--- config.mk ---
export PLATFORM = sky130hd
export DESIGN_NAME = mux_n_pipe
export DESIGN_NICKNAME = d
export VERILOG_FILES = /design/src/rtl/mux_pkg.sv /design/src/rtl/mux_n_sel.sv /design/src/rtl/mux_n_pipe.sv
export SDC_FILE = /design/constraint.sdc
export NUM_CORES = 1
export LEC_CHECK = 0
export ABC_AREA = 1
export CORE_UTILIZATION = 47
export CTS_CLUSTER_DIAMETER = 50
export DETAILED_ROUTE_END_ITERATION = 10
export PLACE_DENSITY = 0.86
export SLEW_MARGIN = 20
export SYNTH_ARGS = -nofsm -noshare
export SYNTH_HDL_FRONTEND = slang
export SYNTH_SLANG_ARGS = --single-unit
export TNS_END_PERCENT = 1
--- constraint.sdc ---
create_clock -name CLK -period 3.05 [get_ports CLK]
set_clock_uncertainty 0.05 [all_clocks]
set_input_delay 0.915 -clock CLK [delete_from_list [all_inputs] [get_ports CLK]]
set_output_delay 0.915 -clock CLK [all_outputs]
set_load 0.03 [all_outputs]
--- src/rtl/mux_pkg.sv ---
// Shared constants for the mux_n_pipe block: FIFO state encoding and sel width helper.
package mux_pkg;

  typedef enum logic [1:0] {
    EMPTY = 2'b00,
    ONE   = 2'b01,
    FULL  = 2'b10
  } state_t;

  function automatic int sel_width(input int n);
    return (n <= 2) ? 1 : $clog2(n);
  endfunction

endpackage

--- src/rtl/mux_n_sel.sv ---
// Combinational N-way selector; an out-of-range sel picks slice 0 and flags err.
module mux_n_sel
  import mux_pkg::*;
#(
  parameter int IN_WIDTH = 32,
  parameter int N_IN     = 4,
  localparam int SEL_W   = sel_width(N_IN)
) (
  input  logic [SEL_W-1:0]         sel,
  input  logic [N_IN*IN_WIDTH-1:0] in_bus,
  output logic [IN_WIDTH-1:0]      data,
  output logic                     err
);

  // Matching by equality avoids a constant range compare when N_IN is a power of two.
  always_comb begin
    data = in_bus[IN_WIDTH-1:0];
    err  = 1'b1;
    for (int unsigned k = 0; k < N_IN; k++) begin
      if (sel == SEL_W'(k)) begin
        data = in_bus[k*IN_WIDTH +: IN_WIDTH];
        err  = 1'b0;
      end
    end
  end

endmodule

--- src/rtl/mux_n_pipe.sv ---
// Registered N-way mux feeding a 2-entry (head + skid) FIFO with valid/ready handshakes.
module mux_n_pipe
  import mux_pkg::*;
#(
  parameter int IN_WIDTH = 32,
  parameter int N_IN     = 4,
  localparam int SEL_W   = sel_width(N_IN)
) (
  input  logic                            CLK,
  input  logic                            RST,
  input  logic [SEL_W-1:0]                sel,
  input  logic signed [N_IN*IN_WIDTH-1:0] IN_BUS,
  input  logic                            in_valid,
  output logic                            in_ready,
  output logic signed [IN_WIDTH-1:0]      Out,
  output logic                            out_valid,
  input  logic                            out_ready,
  output logic                            sel_err
);

  state_t state, next_state;

  logic [IN_WIDTH-1:0] head_data, skid_data, mux_data;
  logic                head_err, skid_err, mux_err;
  logic                push, pop;

  mux_n_sel #(
    .IN_WIDTH (IN_WIDTH),
    .N_IN     (N_IN)
  ) u_sel (
    .sel    (sel),
    .in_bus (IN_BUS),
    .data   (mux_data),
    .err    (mux_err)
  );

  assign out_valid = (state != EMPTY);
  assign in_ready  = (state != FULL);
  assign push      = in_valid && in_ready;
  assign pop       = out_valid && out_ready;
  assign Out       = head_data;
  assign sel_err   = head_err && out_valid;

  always_ff @(posedge CLK) begin
    if (RST) state <= EMPTY;
    else     state <= next_state;
  end

  always_comb begin
    next_state = state;
    unique case (state)
      EMPTY: if (push) next_state = ONE;
      ONE: begin
        if (push && !pop)      next_state = FULL;
        else if (!push && pop) next_state = EMPTY;
      end
      FULL:  if (pop) next_state = ONE;
      default: next_state = EMPTY;
    endcase
  end

  // Head is only rewritten on push-into-empty, push+pop, or skid promotion, so Out holds otherwise.
  always_ff @(posedge CLK) begin
    if (RST) begin
      head_data <= '0;
      skid_data <= '0;
      head_err  <= 1'b0;
      skid_err  <= 1'b0;
    end else begin
      unique case (state)
        EMPTY: begin
          if (push) begin
            head_data <= mux_data;
            head_err  <= mux_err;
          end
        end
        ONE: begin
          if (push && pop) begin
            head_data <= mux_data;
            head_err  <= mux_err;
          end else if (push) begin
            skid_data <= mux_data;
            skid_err  <= mux_err;
          end
        end
        FULL: begin
          if (pop) begin
            head_data <= skid_data;
            head_err  <= skid_err;
          end
        end
        default: ;
      endcase
    end
  end

endmodule
### Yosys cells after proc, flatten, opt, wreduce, memory -nomap -nowiden

Index checks and enable logic that the tools add are counted.

* flip-flop bits (word level): 68
* output and inout port bits: 35

* equal/unequal tests: 10
* mux-type cells: 20
* bitwise gates (word level): 1
* reduce and logical (&&, ||, !) cells: 15

Operators by type and width (number)
* $mux 32: 6
* $pmux 32 s3: 1
* $mux 2: 4
* $ne 2x2->1 const B: 4
* $mux 1: 7
* $eq 2x2->1 const B: 3
* $logic_and 1x1->1: 6
* $pmux 2 s3: 1
* $reduce_and 3->1: 2
* $eq 2x1->1 const B: 2
* $logic_not 2->1: 2
* $reduce_and 4->1: 1
* $ne 3x3->1 const B: 1
* $pmux 1 s3: 1
* $reduce_bool 3->1: 1
* $logic_not 1->1: 2
* $reduce_bool 2->1: 1
* $not 1->1: 1

### Logic depth before layout (Yosys ltp)

* depth after elaboration: 7
* mapped depth: 10

### Hierarchy

From an unflattened synthesis, not the netlist that was laid out.

* cell total of the unflattened synthesis: 793
* area, all modules: 4296.6 um2

By module, submodules not included
* mux_n_pipe: instances 1, cells an instance 480, area an instance 2992.9 um2, seq. area each 1361.3 um2
* mux_n_sel: instances 1, cells an instance 313, area an instance 1303.8 um2, seq. area each 0.0 um2

### Worst setup path after synthesis

No wires, ideal clock.

* path kind: input -> register
* start: in sel[1]
* end: reg skid_data[27]
* arrival: 1.723 ns
* data required time: 2.885 ns
* slack: 1.162 ns
* stages on the path: 8
* cell sequence: buf_2 > inv_2 > nand2_2 > or2_2 > nand2_1 > nand2_1 > o21ai_0 > inv_1

* word-level cells in the longest chain between the ends: 4

Ends and longest elaborated chain
* start, declared: RTL line mux_n_pipe.sv:11 `input logic [SEL_W-1:0] sel,`
* $eq 2x1->1: RTL line mux_n_sel.sv:20 `if (sel == SEL_W'(k)) begin`
* $mux 32 (2 in series): RTL line mux_n_sel.sv:20
* $mux 32 (*): RTL line mux_n_sel.sv:20
* end signal, assigned: RTL line mux_n_pipe.sv:82 `skid_data <= mux_data;`
* end, declared: RTL line mux_n_pipe.sv:23 `logic [IN_WIDTH-1:0] head_data, skid_data, mux_data;`

Every way passes the cells marked *; elsewhere a longest branch is shown, timed or not.
A chain may end at the register's enable or synchronous reset.

### Worst setup path after layout

* start: reg state[0]
* end: out sel_err

* word-level cells in the longest chain between the ends: 2

Ends and longest elaborated chain
* start, declared: RTL line mux_n_pipe.sv:21 `state_t state, next_state;`
* start signal, assigned: RTL line mux_n_pipe.sv:46 `else state <= next_state;`
* $reduce_bool 2->1: RTL line mux_n_pipe.sv:37 `assign out_valid = (state != EMPTY);`
* $logic_and 1x1->1: RTL line mux_n_pipe.sv:42 `assign sel_err = head_err && out_valid;`
* end, declared: RTL line mux_n_pipe.sv:18 `output logic sel_err`

Every way passes these cells.

==> summary.txt <==
Logic synthesis
  • Syn nets: ~850
  • Synth Instances: 720
  • Yosys reg bits: 68
  • Cell taking the most area after synthesis: dfxtp_1
  • Post-synth top area share: 32.82%
  • Post-synth ARST share: 0%
  • Sequential fraction of the synthesis area: 32.82%
  • Number of synthesized flops with an enable pin: 0
  • Post-Syn Area per Cell: around 5.8 um^2
  • Most common cell in the synthesized netlist: nand2_1
  • Top FF cell, synth: dfxtp_1
  • Ys Warns: 0
  • Top cells by count, synth: nand2_1 (199), inv_1 (128), nor2_1 (71)
  • Syn Std Cell Area: roughly 0.0041 mm^2
  • Synth top area cells: dfxtp_1 (33%), nand2_1 (18%), inv_1 (12%)
  • Post-synth cell types: 20

Final layout
  • Antenna Diode Count: 0
  • Reg area: about 0.0014 mm^2
  • P&R area growth vs syn: 45.13%
  • Nets: 1001
  • Fin cells: between 900 and 1000
  • Footprint of the multi-input gates: between 0.002 and 0.0025 mm^2
  • Fraction of layout instances using a drive strength above 1: 4.598%
  • Fill count: around 730

Placement
  • Gpl congestion: 0.8660
  • Port buffer count: ~170
  • Dpl cells: 961
  • Post-DP HPWL: 9143 um

Critical path
  • R2R Path Start: state[0]
  • Reg2Reg Capture Point: Out[0]
  • R2R cell count: 7
  • Startpoint Class: flop
  • R2R setup slack: approximately 0.91 ns
  • Crit-path max FO: 5
  • WS Path Type: flop to primary output
  • Critical Path RT: approximately 2.1 ns
  • Crit path capture type: primary output
  • Crit path DAT: 1.67 ns

Floorplan
  • IO Pins: around 170
  • Row count: 33
  • Initial Util: ~50%
  • Core area: 0.008382 mm^2
  • Chip width: around 96 um
  • Die span in y: about 96 um
  • DIE AREA: between 0.009 and 0.01 mm^2

Clock tree
  • Post-CTS Setup Inserts: 0
  • Post_cts resized: 0
  • Max Root-Sink Buffers: 2
  • Clock Root Buffer: clkbuf_8
  • Cts hold-fix bufs: 0
  • Total CTS buffers: 9
  • Worst skew pair latency: approximately 0.34 ns
  • Register clock-pin slew on the reported worst setup and hold paths: around 0.07 ns
  • CTS tree: done
  • H-tree levels: 3
  • Clock sinks: roughly 70

Routing
  • Via-to-Cell Ratio: a little over 5
  • ANT nets after route: 0
  • DRT Wirelength: ~13000 um
  • Via count: ~5000
  • First-pass DRT Iterations: 5
  • M1 WL: roughly 5200 um
  • Initial DRC count: about 220
  • Post-route DRC: 0
  • Top Metal Used: met4
  • Met2 Routed Length: ~6400 um
  • Avg WL per Cell: ~13 um
  • Routed wl met3: 1080 um

Timing
  • Endpoints failing setup: 0
  • Slew margin rel.: 55.49%
  • Final period util: 86.26%
  • RSZ-0062 raised after global routing: no
  • Post-layout min period: between 2 and 3 ns
  • Fin. Hold Viols: 0
  • Slew at the pin with the worst max-slew slack: about 0.67 ns
  • Slew Viols, Final: 0
  • Setup TNS: 0 ns
  • F_max: around 380 MHz

Worst hold path
  • Hold Path Class: flop to flop
  • Hold endpoint: skid_err
  • Hold_sp: skid_err
  • Hold Path Stages: 2

Power
  • Maximum vdd drop: ~0.27 mV
  • Power density cells: 389.9 mW/mm^2
  • Total leakage power: approximately 0.003 uW

GRT
  • Remaining global-route overflow: 0
  • Initial antenna violation count: 0
  • Largest net degree at the start of global routing: 66
  • All-Layer GR Usage: ~29%
  • First-pass GRT wire length: a little over 20000 um
  • Vias in the first global route: 4673

Flow run
  • Max-Cap Viols: 0

Run status
  • Run status: complete, no violations
layer usage:
| metal | GRT usage, % | up-vias |
|---|---|---|
| met5 | 0 | - |
| met4 | 12.31 | 0 |
| met3 | 4.818 | 20 |
| met2 | 50.48 | 238 |
| met1 | 34.03 | 2267 |
| li1 | - | 2478 |
report_power, final:
| group | leakage [uW] | switching, uW | internal (uW) |
|---|---|---|---|
| clock | 0.0000941 | 310 | 350 |
| sequential | 0.000559 | 32.2 | 950 |
| combinational | 0.00239 | 372 | 332 |
| total | 0.00304 | 715 | 1630 |
sequential cells by signal (all words and copies together), names as in the netlist:
signal,flops
skid_data,32
Out,32
skid_err,1
head_err,1
state,2
worst max-delay path by stage:
| stage | start | end | slack, ns | depth (start not counted) |
|---|---|---|---|---|
| 6_report | state[0] | sel_err | 0.42 | 3 |
| 5_1_grt | state[0] | sel_err | 0.30 | 3 |
| 4_1_cts | state[0] | sel_err | 0.41 | 3 |
| 3_5_place_dp | sel[0] | skid_data[4] | 0.27 | 9 |
| 3_3_place_gp | sel[0] | skid_data[21] | 0.32 | 9 |
| 2_1_floorplan | sel[1] | skid_data[27] | 1.16 | 8 |
stage by stage:
| step | hold WS [ns] | instance area, um^2 | worst slack [ns] | utilization, % | total power (uW) |
|---|---|---|---|---|---|
| floorplan | 0.3684 | 4148 | 1.162 | - | 1365 |
| global placement | 0.3782 | 5844 | 0.3155 | 69.73 | 1687 |
| detailed placement | 0.3856 | 5844 | 0.2710 | 69.73 | 1700 |
| CTS | 0.3953 | 6020 | 0.4101 | 71.82 | 2355 |
| global route | 0.4304 | 6020 | 0.2986 | 71.82 | 2472 |
| finish | 0.3920 | 6020 | 0.4191 | 71.82 | 2347 |
cell usage in the layout (no fill, tap or decap):
cell,n
nand2_1,199
clkdlybuf4s50_1,168
inv_1,128
nor2_1,71
dfxtp_1,68
a21oi_1,66
nand3_1,61
o21ai_0,35
o21ai_1,32
buf_4,13
clkbuf_8,12
inv_2,7
or2_2,2
clkinv_2,2
nor2_4,1
nand4_1,1
nand2_2,1
o21ai_4,1
a221oi_1,1
buf_12,1
final cells by class:
type | count | area share (%)
Sequential cell | 68 | 22.61
Tap cell | 105 | 2.182
Timing Repair Buffer | 182 | 29.89
Inverter | 135 | 8.418
Clock buffer | 12 | 2.744
Multi-Input combinational cell | 471 | 33.98
Clock inverter | 2 | 0.1663
critical path, stage by stage, from the launching register on:
cell,delay [ns]
dfxtp_1,0.43
nor2_1,0.12
nor2_1,0.10
clkdlybuf4s50_1,0.68
kinds of logic (layout without fill, tap and decap cells):
group	count (synthesis)	in the layout	share of synthesized area, %
simple gates	336	336	32.67
buf+inv	181	331	17.86
compound gates	135	135	16.65
flops	68	68	32.82
Note: power is estimated with default switching activity, not from simulation.
